<file path="src/rtl/insn_sequencer.sv">
// rtl/insn_sequencer.sv - fetch/decode/execute instruction sequencer with watchdog trap
//
// Purpose: runs the fetch -> decode -> execute loop of the multi-cycle control unit,
// selects the ALU, branch/jump or load/store sub-FSM, counts retired instructions
// and raises a sticky trap on an illegal opcode or a hung fetch/exec handshake.
//
// Ports:
//   clk, reset          rising-edge clock, asynchronous active-high reset
//   run, halt_req       loop start (level, in IDLE) and stop at retire boundary
//   fetch_start         one-cycle memory request pulse
//   fetch_data/done     returned instruction word and its completion pulse
//   insn                latched instruction word
//   start, exec_done    one-hot sub-FSM select (held in EXEC) and its done
//   busy, trap          activity and sticky trap status
//   trap_cause          00 none, 01 illegal opcode, 10 fetch timeout, 11 exec timeout
//   retired             retired-instruction count, wraps
module insn_sequencer #(
    parameter int TIMEOUT_CYCLES = 64,
    parameter int RET_W          = 32
) (
    input  logic             clk,
    input  logic             reset,
    input  logic             run,
    input  logic             halt_req,
    input  logic [31:0]      fetch_data,
    input  logic             fetch_done,
    output logic             fetch_start,
    output logic [31:0]      insn,
    output logic [2:0]       start,
    input  logic             exec_done,
    output logic             busy,
    output logic             trap,
    output logic [1:0]       trap_cause,
    output logic [RET_W-1:0] retired
);
    localparam int WD_W = $clog2(TIMEOUT_CYCLES + 1);
    // A wait cycle that starts with this count and sees no done would take the
    // counter to TIMEOUT_CYCLES-1, which is the expiry point.
    localparam logic [WD_W-1:0] WD_LAST = WD_W'(TIMEOUT_CYCLES - 2);

    localparam logic [1:0] CAUSE_ILLEGAL = 2'b01;
    localparam logic [1:0] CAUSE_FETCH   = 2'b10;
    localparam logic [1:0] CAUSE_EXEC    = 2'b11;

    typedef enum logic [2:0] {
        S_IDLE,
        S_FETCH_REQ,
        S_FETCH_WAIT,
        S_DECODE,
        S_EXEC,
        S_TRAP
    } state_t;

    state_t            state_q, state_d;
    logic [31:0]       insn_q, insn_d;
    logic [2:0]        start_q, start_d;
    logic [1:0]        cause_q, cause_d;
    logic [RET_W-1:0]  retired_q, retired_d;
    logic [WD_W-1:0]   wd_q, wd_d;
    logic              fetch_start_q, fetch_start_d;
    logic              busy_q, busy_d;
    logic              trap_q, trap_d;
    logic [2:0]        start_sel;

    // Opcode class of the latched word; 000 means illegal. Every legal opcode
    // ends in 2'b11, so a full 7-bit match also rejects compressed encodings.
    always_comb begin
        start_sel = 3'b000;
        case (insn_q[6:0])
            7'b0110011, 7'b0010011, 7'b0111011,
            7'b0011011, 7'b0110111, 7'b0010111: start_sel = 3'b001;
            7'b1100011, 7'b1101111, 7'b1100111: start_sel = 3'b010;
            7'b0000011, 7'b0100011:             start_sel = 3'b100;
            default:                            start_sel = 3'b000;
        endcase
    end

    always_comb begin
        state_d   = state_q;
        insn_d    = insn_q;
        start_d   = start_q;
        cause_d   = cause_q;
        retired_d = retired_q;
        wd_d      = wd_q;
        case (state_q)
            S_IDLE: begin
                if (run) state_d = S_FETCH_REQ;
            end
            S_FETCH_REQ: begin
                wd_d    = '0;
                state_d = S_FETCH_WAIT;
            end
            S_FETCH_WAIT: begin
                // done is tested first so it wins over a coincident expiry
                if (fetch_done) begin
                    insn_d  = fetch_data;
                    state_d = S_DECODE;
                end else if (wd_q == WD_LAST) begin
                    cause_d = CAUSE_FETCH;
                    state_d = S_TRAP;
                end else begin
                    wd_d = wd_q + 1'b1;
                end
            end
            S_DECODE: begin
                wd_d = '0;
                if (start_sel != 3'b000) begin
                    start_d = start_sel;
                    state_d = S_EXEC;
                end else begin
                    cause_d = CAUSE_ILLEGAL;
                    state_d = S_TRAP;
                end
            end
            S_EXEC: begin
                if (exec_done) begin
                    start_d   = 3'b000;
                    retired_d = retired_q + 1'b1;
                    state_d   = halt_req ? S_IDLE : S_FETCH_REQ;
                end else if (wd_q == WD_LAST) begin
                    start_d = 3'b000;
                    cause_d = CAUSE_EXEC;
                    state_d = S_TRAP;
                end else begin
                    wd_d = wd_q + 1'b1;
                end
            end
            S_TRAP: begin
                state_d = S_TRAP;
            end
            default: begin
                state_d = S_TRAP;
            end
        endcase
        // Status outputs are registered from the next state so they line up
        // with the state they describe.
        fetch_start_d = (state_d == S_FETCH_REQ);
        busy_d        = (state_d != S_IDLE) && (state_d != S_TRAP);
        trap_d        = (state_d == S_TRAP);
    end

    always_ff @(posedge clk or posedge reset) begin
        if (reset) begin
            state_q       <= S_IDLE;
            insn_q        <= '0;
            start_q       <= '0;
            cause_q       <= '0;
            retired_q     <= '0;
            wd_q          <= '0;
            fetch_start_q <= 1'b0;
            busy_q        <= 1'b0;
            trap_q        <= 1'b0;
        end else begin
            state_q       <= state_d;
            insn_q        <= insn_d;
            start_q       <= start_d;
            cause_q       <= cause_d;
            retired_q     <= retired_d;
            wd_q          <= wd_d;
            fetch_start_q <= fetch_start_d;
            busy_q        <= busy_d;
            trap_q        <= trap_d;
        end
    end

    assign fetch_start = fetch_start_q;
    assign insn        = insn_q;
    assign start       = start_q;
    assign busy        = busy_q;
    assign trap        = trap_q;
    assign trap_cause  = cause_q;
    assign retired     = retired_q;

endmodule
</file>
<file path="config.mk">
export PLATFORM = sky130hd
export DESIGN_NAME = insn_sequencer
export DESIGN_NICKNAME = d
export VERILOG_FILES = /design/src/rtl/insn_sequencer.sv
export SDC_FILE = /design/constraint.sdc
export NUM_CORES = 1
export LEC_CHECK = 0
export CAP_MARGIN = 0
export CORE_ASPECT_RATIO = 1.1
export CORE_MARGIN = 2
export CORE_UTILIZATION = 35
export CTS_CLUSTER_DIAMETER = 100
export CTS_CLUSTER_SIZE = 14
export DETAILED_ROUTE_END_ITERATION = 12
export HOLD_SLACK_MARGIN = 0.06
export PLACE_DENSITY = 0.69
export SETUP_SLACK_MARGIN = 0.3
export SKIP_CTS_REPAIR_TIMING = 1
export SLEW_MARGIN = 0
export SYNTH_ARGS = -nofsm -noshare
export SYNTH_HDL_FRONTEND = slang
export SYNTH_SLANG_ARGS = --single-unit
</file>
<file path="constraint.sdc">
create_clock -name clk -period 6.8 [get_ports clk]
set_input_delay 1.36 -clock clk [delete_from_list [all_inputs] [get_ports clk]]
set_output_delay 1.36 -clock clk [all_outputs]
set_load 0.05 [all_outputs]
</file>
After elaboration in Yosys (flattened, before gate mapping)
Cells that the tools add are included.

Reduce and logical (&&, ||, !) cells: 16. Add/sub/neg operators: 2. Equal/unequal tests: 26. Mux-type cells: 22.

Operator list (count): == test 7 x 6 -> 1 bit (second input constant) (5); adder 32 x 1 -> 32 bit (second input constant) (1); == test 7 x 5 -> 1 bit (second input constant) (3); == test 7 bit (second input constant) (3); two-way mux 3 bit (7); two-way mux 7 bit (3); one-hot mux 7 bit (3 select lines) (1); one-hot mux 3 bit (5 select lines) (1); != test 2 bit (second input constant) (6); nonzero test 3 bit (4); two-way mux 2 bit (5); one-hot mux 3 bit (3 select lines) (1); adder 7 x 1 -> 7 bit (second input constant) (1); == test 7 x 2 -> 1 bit (second input constant) (1); == test 3 x 1 -> 1 bit (second input constant) (2); == test 3 x 2 -> 1 bit (second input constant) (2); == test 3 bit (second input constant) (2); != test 3 bit (second input constant) (2); one-hot mux 2 bit (3 select lines) (1); one-hot mux 3 bit (2 select lines) (1); AND reduction 3 bit (2); AND reduction 6 bit (1); OR reduction 6 bit (1); AND reduction 2 bit (2); other kinds (6) (8).

Output and inout bits: 72. Register bits: 82. Input bits: 38.

Depth between registers and ports, before layout
Gate-level depths: netlist of the first run.

Word-level depth: 8. Gate-level depth with buffers: 8.

Worst setup path before layout of the first run
OpenSTA, ideal clock, no wires.

Kind: input-to-reg. Start point: input exec_done. End point: register retired_q[28], in the netlist retired[28]. Data required time: 6659 ps. Path buffers: 2. Slack: 4075 ps. Library setup time: 141 ps. Arrival: 2584 ps. Stages on the path: 7. Cells stage by stage: and4bb_1 -> buf_4 -> and4_1 -> buf_4 -> nor4b_4 -> nand4_1 -> xnor2_1.

Word-level cells in the longest chain between the ends: 1.

Ends and longest elaborated chain: start, declared (RTL line 30) `input logic exec_done,`; AND reduction 2 bit (no line); end signal, assigned (RTL line 158) `retired_q <= retired_d;`; end, declared (RTL line 58) `logic [RET_W-1:0] retired_q, retired_d;`.

No other way between the ends. A chain may end at the register's enable or synchronous reset.

Final worst setup path of the first run
Same ends and word-level chain as after synthesis.

==> results of run 1 <==
## cells in the mapped netlist, types with 2 or more instances
cell type / n
sky130_fd_sc_hd__buf_4: 2
sky130_fd_sc_hd__nand3_1: 10
sky130_fd_sc_hd__xor2_1: 8
sky130_fd_sc_hd__nor2b_1: 4
sky130_fd_sc_hd__or2_1: 2
sky130_fd_sc_hd__a32o_1: 2
sky130_fd_sc_hd__buf_2: 5
sky130_fd_sc_hd__mux2i_1: 2
sky130_fd_sc_hd__nand2_1: 18
sky130_fd_sc_hd__o21ai_0: 4
sky130_fd_sc_hd__and4_1: 7
sky130_fd_sc_hd__o32ai_1: 2
sky130_fd_sc_hd__dfrtp_1: 82
sky130_fd_sc_hd__a31oi_1: 2
sky130_fd_sc_hd__inv_1: 13
sky130_fd_sc_hd__nand4_1: 12
sky130_fd_sc_hd__nor2_1: 18
sky130_fd_sc_hd__nand2b_1: 4
sky130_fd_sc_hd__and2_1: 2
sky130_fd_sc_hd__nor3_1: 2
sky130_fd_sc_hd__mux2_1: 4
sky130_fd_sc_hd__a21oi_1: 10
sky130_fd_sc_hd__and3_1: 2
sky130_fd_sc_hd__xnor2_1: 28
sky130_fd_sc_hd__ha_1: 3
sky130_fd_sc_hd__mux2_2: 27
## sequential cells by signal, indices dropped and copies added, names as in the netlist
| signal | cells |
|---|---|
| trap_cause | 2 |
| busy | 1 |
| fetch_start | 1 |
| insn | 32 |
| trap | 1 |
| wd_q | 7 |
| retired | 32 |
| state_q | 3 |
| start | 3 |
## final cells by class
| cell class | count | share of cell area (%) |
|---|---|---|
| clock buffer | 10 | 2.51 |
| clock inverter | 6 | 2.24 |
| inverter | 13 | 0.985 |
| multi-input combinational | 194 | 29.2 |
| sequential | 82 | 40.4 |
| tap | 120 | 2.95 |
| timing repair buffer | 111 | 21.8 |
## power by group
part | internal [mW] | leakage (nW) | switching, mW
combinational | 0.0428 | 0.990 | 0.0580
clock | 0.245 | 0.113 | 0.181
sequential | 0.497 | 1.06 | 0.00644
## stage by stage
stage | cells | setup WS (ns)
global route | 536 | 3.46
CTS | 536 | 3.58
floorplan | 297 | 3.33
detailed placement | 520 | 3.21
global placement | 520 | 3.24
finish | 536 | 3.58
## metal layers
metal	up-vias	share of wire [%]	GRT usage, %
met4	0	0.65	4.59
met2	72	48	23.2
met5	-	0	0
met3	6	7.2	5.23
li1	1267	-	-
met1	1293	44	18.4
## worst max-delay path: stages
cell and delay, ns:
sky130_fd_sc_hd__clkdlybuf4s50_1 0.53, sky130_fd_sc_hd__and4bb_1 0.47, sky130_fd_sc_hd__and4_1 0.41, sky130_fd_sc_hd__nor4b_4 0.37
sky130_fd_sc_hd__nand4_1 0.16, sky130_fd_sc_hd__xnor2_1 0.14
## logic make-up after synthesis
| family | synth area share, % |
|---|---|
| AND/OR/NAND/NOR | 13.9 |
| flip-flops | 56.6 |
| XOR/XNOR | 8.69 |
| buffers and inverters | 2.76 |
| adder cells (fa/ha/maj) | 1.31 |
| AO/OA/AOI/OAI | 6.66 |
| multiplexers | 10.2 |
## worst paths after layout
check,cells after the start,end,slack [ns]
hold reg to reg,1,retired[31]$_DFFE_PP0P_,0.47
setup / recovery,6,retired[28]$_DFFE_PP0P_,3.58
min in group asynchronous,3,retired[30]$_DFFE_PP0P_,1.67
max in group asynchronous,3,insn[1]$_DFFE_PP0P_,4.49
setup reg to reg,5,retired[28]$_DFFE_PP0P_,4.47
hold / removal,1,retired[31]$_DFFE_PP0P_,0.47
==> metrics, run 1 <==
number of DRC markers after the initial detailed-route iteration 75; final design instance area without fill 5080 µm²; Worst slew margin 32.6%; startpoint kind of the worst setup timing path input port; Fin Clk Skew 0.0139 ns; max_cap viols 0; Distinct cells, synth 48; total global-route track usage 14.6%; IO Count 110; number of iterations in the first detailed-routing pass 4; final design utilization 50.9%; total DRC errors in the routed layout 0; die area 11200 µm²; count of input and output buffers 109; cells taking the most area after synthesis sky130_fd_sc_hd__dfrtp_1, sky130_fd_sc_hd__mux2_2, sky130_fd_sc_hd__xnor2_1; Lkg Pwr 2.17 nW; post-synthesis cell type with the largest combined area sky130_fd_sc_hd__dfrtp_1; number of antenna violations at the first check in global routing 0; gp weighted congestion 0.801; worst hold path class reg -> reg; maximum clock insertion buffer count 2; count of warnings emitted by yosys 0; chip height 111 µm; Arrival @ worst endpoint 3.45 ns; post-placement cell area 4840 µm²; multi-input combinational cell area 1480 µm²; synthesized instance count 297; library cell used as clock root buffer sky130_fd_sc_hd__clkbuf_8; period utilisation layout 47.3%; clock buffer count from CTS 9; total number of vias 2638; estimated wirelength of the detail-placed design 5720 µm; clock-pin slew reported for the worst setup and hold paths after clock tree synthesis 0.08 ns; total power 1.03 mW; post-route worst hold slack 0.475 ns; final antenna diode count 0; final setup violation count 0; launching element of the worst setup path exec_done; post-detailed-routing wire length 7830 µm; Antenna Nets Post-Route 0; origin of the worst min-delay path retired[31]$_DFFE_PP0P_; final critical path time including I/O delays and setup 3.22 ns; unrepaired setup endpoints after global routing no; number of storage elements in the synthesis netlist 82; area share of the leading cell type in the synthesized netlist 56.6%; category of the critical setup timing path in -> reg; highest clock frequency the design can meet 0.311 GHz; Initial Utilization 36.3%; CTS tree built; GR Overflow Total 0; highest fanout seen on the critical path 10; via count of the first global-routing pass 2730; H-tree lvl count 3; IR Drop Worst-Case VDD 0.0000833 V; required time worst endpoint 7.04 ns; slew of the pin with the lowest slew margin 1.01 ns; net count after synthesis 338; fraction of final layout cells sized beyond drive strength 1 12.3%; core footprint 9980 µm²; footprint of the flip-flops and latches 2050 µm²; total negative slack 0 ns; Mapped Area 3630 µm²; layout filler cell count 891; final number of max-transition violations 0; share of async-settable or async-resettable flops after synthesis 100%; result of the run finished clean; crit end category register; number of rows created at floorplan 38; most common cell after layout, fill and taps aside sky130_fd_sc_hd__clkdlybuf4s50_1; vias per cell 4.92; clock latency reported for the late side of the worst-skew pair 0.35 ns; clk sink count 82; beginning of the worst register-to-register path state_q[0]$_DFF_PP0_; Die Width 101 µm; commonest cells after routing, fill and taps aside sky130_fd_sc_hd__clkdlybuf4s50_1, sky130_fd_sc_hd__dfrtp_1, sky130_fd_sc_hd__xnor2_1, sky130_fd_sc_hd__mux2_2; number of flops mapped to enable cells by yosys 0; final count of hold timing violations 0; Mean Syn Cell Area 12.2 µm²; post-synthesis to final-layout area growth 40.1%; maximum number of pins on one net before global-route repair 83; power per unit of standard cell area 203 nW/µm²; wire length of the first global-routing pass 13100 µm; nets 452; top flip-flop cell by instance count after synthesis sky130_fd_sc_hd__dfrtp_1; sequential fraction of the synthesis area 56.6%; average wire per cell in the routed design 14.6 µm
Power figures use the tool's default switching activity.
==> inputs of run 2 (changes only) <==
--- a/config.mk
+++ b/config.mk
@@ -13,7 +13,7 @@
 export CTS_CLUSTER_SIZE = 14
 export DETAILED_ROUTE_END_ITERATION = 12
 export HOLD_SLACK_MARGIN = 0.06
-export PLACE_DENSITY = 0.69
+export PLACE_DENSITY = 0.71
 export SETUP_SLACK_MARGIN = 0.3
 export SKIP_CTS_REPAIR_TIMING = 1
 export SLEW_MARGIN = 0
==> constraint.sdc (replaced) <==
create_clock -name clk -period 2.6 [get_ports clk]
set_input_delay 0.52 -clock clk [delete_from_list [all_inputs] [get_ports clk]]
set_output_delay 0.52 -clock clk [all_outputs]
set_load 0.05 [all_outputs]
==> run 2 against run 1 <==
Critical path depth down 5; worst hold slack better by 0.0046 ns; highest routed layer unchanged; non-clock buffer count grew 6; core utilization rose by 0.50 points; clock power increased by 140%; global-route usage is 0.25 points higher; wire length up 3.1%; via count grew 0.87%; largest power group unchanged.
==> metrics, run 2 (synthesis results as in run 1) <==
result of the run finished clean; GR Overflow Total 0 (unchanged); fraction of final layout cells sized beyond drive strength 1 13.3% (+1.0 points); count of buffer and inverter cells on the critical path 1 (unchanged); maximum number of pins on one net before global-route repair 36 (-57%); category of the critical setup timing path reg -> out; Die Width 101 µm (unchanged); count of input and output buffers 109 (unchanged); layout filler cell count 906 (+1.7%); chip height 111 µm (unchanged); number of iterations in the first detailed-routing pass 4 (unchanged); Worst slew margin 62.9% (+30 points); final setup violation count 0 (unchanged); clock buffer count from CTS 9 (unchanged); Critical-path top delay cell sky130_fd_sc_hd__clkdlybuf4s50_1; clk sink count 82 (unchanged); final critical path time including I/O delays and setup 2.16 ns; highest clock frequency the design can meet 0.462 GHz; unrepaired setup endpoints after global routing no; final design utilization 51.4% (+0.50 points); slew of the pin with the lowest slew margin 0.555 ns (-0.455 ns); startpoint kind of the worst setup timing path register; number of DRC markers after the initial detailed-route iteration 85 (+13%); commonest cells after routing, fill and taps aside sky130_fd_sc_hd__clkdlybuf4s50_1, sky130_fd_sc_hd__dfrtp_1, sky130_fd_sc_hd__xnor2_1, sky130_fd_sc_hd__mux2_2; Fin Clk Skew 0.0120 ns (-0.00199 ns); vias per cell 4.91 (-0.24%); Lkg Pwr 2.20 nW (+1.5%); core footprint 9980 µm² (unchanged); Initial Utilization 36.3% (unchanged); power per unit of standard cell area 507 nW/µm² (+150%); library cell used as clock root buffer sky130_fd_sc_hd__clkbuf_8; IO Count 110 (unchanged); final number of max-transition violations 0 (unchanged); total DRC errors in the routed layout 0 (unchanged); max_cap viols 0 (unchanged); gp weighted congestion 0.798 (-0.37%); clock-pin slew reported for the worst setup and hold paths after clock tree synthesis 0.08 ns (about the same); post-synthesis to final-layout area growth 41.4%; H-tree lvl count 3 (unchanged); crit end category primary output; final antenna diode count 0 (unchanged); estimated wirelength of the detail-placed design 5990 µm (+4.8%); most common cell after layout, fill and taps aside sky130_fd_sc_hd__clkdlybuf4s50_1; Antenna Nets Post-Route 0 (unchanged); Worst path max stage delay 0.85 ns (+0.32 ns); average wire per cell in the routed design 14.9 µm (+2.0%); clock latency reported for the late side of the worst-skew pair 0.34 ns (about the same); number of rows created at floorplan 38 (unchanged); number of antenna violations at the first check in global routing 0 (unchanged); worst hold path class reg -> reg; kind of cell adding the most delay to the critical path buffers and inverters; total negative slack 0 ns (unchanged); period utilisation layout 83.2%; IR Drop Worst-Case VDD 0.000254 V (+200%); required time worst endpoint 2.08 ns (-4.96 ns); final design instance area without fill 5130 µm² (+0.98%); sequence of cells on the critical path clkdlybuf4s50_1; nets 458 (+1.3%); die area 11200 µm² (unchanged); maximum clock insertion buffer count 2 (unchanged); highest fanout seen on the critical path 6 (-4); post-placement cell area 4910 µm² (+1.5%); total global-route track usage 14.8% (+0.25 points); final count of hold timing violations 0 (unchanged); post-detailed-routing wire length 8070 µm (+3.1%); wire length of the first global-routing pass 13300 µm (+1.7%); total number of vias 2661 (+0.87%); via count of the first global-routing pass 2757 (+0.99%); Arrival @ worst endpoint 1.64 ns (-1.81 ns); CTS tree built
==> run 2: metal layers <==
| layer | vias up | GRT usage [%] | part of all wire (%) |
|---|---|---|---|
| li1 | 1287 | - | - |
| met5 | - | 0 | 0 |
| met1 | 1301 | 19.1 | 45 |
| met2 | 71 | 23.2 | 47 |
| met4 | 0 | 4.05 | 0.32 |
| met3 | 2 | 5.74 | 8.0 |
==> run 2: where the power goes <==
part	internal [mW]	switching (mW)	total (mW)
clock network	0.571	0.447	1.02
logic	0.116	0.154	0.270
registers	1.30	0.0170	1.32
total	1.99	0.618	2.60
==> run 2: final cells by class <==
cell class | count | area (µm²) | share of cell area, %
clock buffers | 12 | 145 | 2.83
multi-input cells | 194 | 1480 | 28.9
well taps | 120 | 150 | 2.93
flip-flops and latches | 82 | 2050 | 40.0
repair buffers | 117 | 1180 | 22.9
inverters | 13 | 52.6 | 1.02
clock inverters | 4 | 73.8 | 1.44
==> run 2: through the flow <==
step	power [mW]	std cells	setup slack (ns)	hold slack, ns
final	2.60	542	0.437	0.479
after global routing	2.72	542	0.347	0.489
after CTS	2.64	542	0.412	0.482
after detailed placement	1.62	526	0.285	0.469
after global placement	1.61	526	0.311	0.461
after floorplan	1.48	297	0.485	0.503
==> run 2: path summary, 6_finish.rpt <==
path	startpoint	to	slack, ns	cells past startpoint
min reg2reg	retired[31]$_DFFE_PP0P_	retired[31]$_DFFE_PP0P_	0.48	1
max	retired[22]$_DFFE_PP0P_	retired[22]	0.44	1
max in group asynchronous	reset	retired[25]$_DFFE_PP0P_	1.32	3
max reg2reg	state_q[0]$_DFF_PP0_	busy$_DFF_PP0_	0.49	5
min in group asynchronous	reset	insn[27]$_DFFE_PP0P_	0.55	2
min	retired[31]$_DFFE_PP0P_	retired[31]$_DFFE_PP0P_	0.48	1
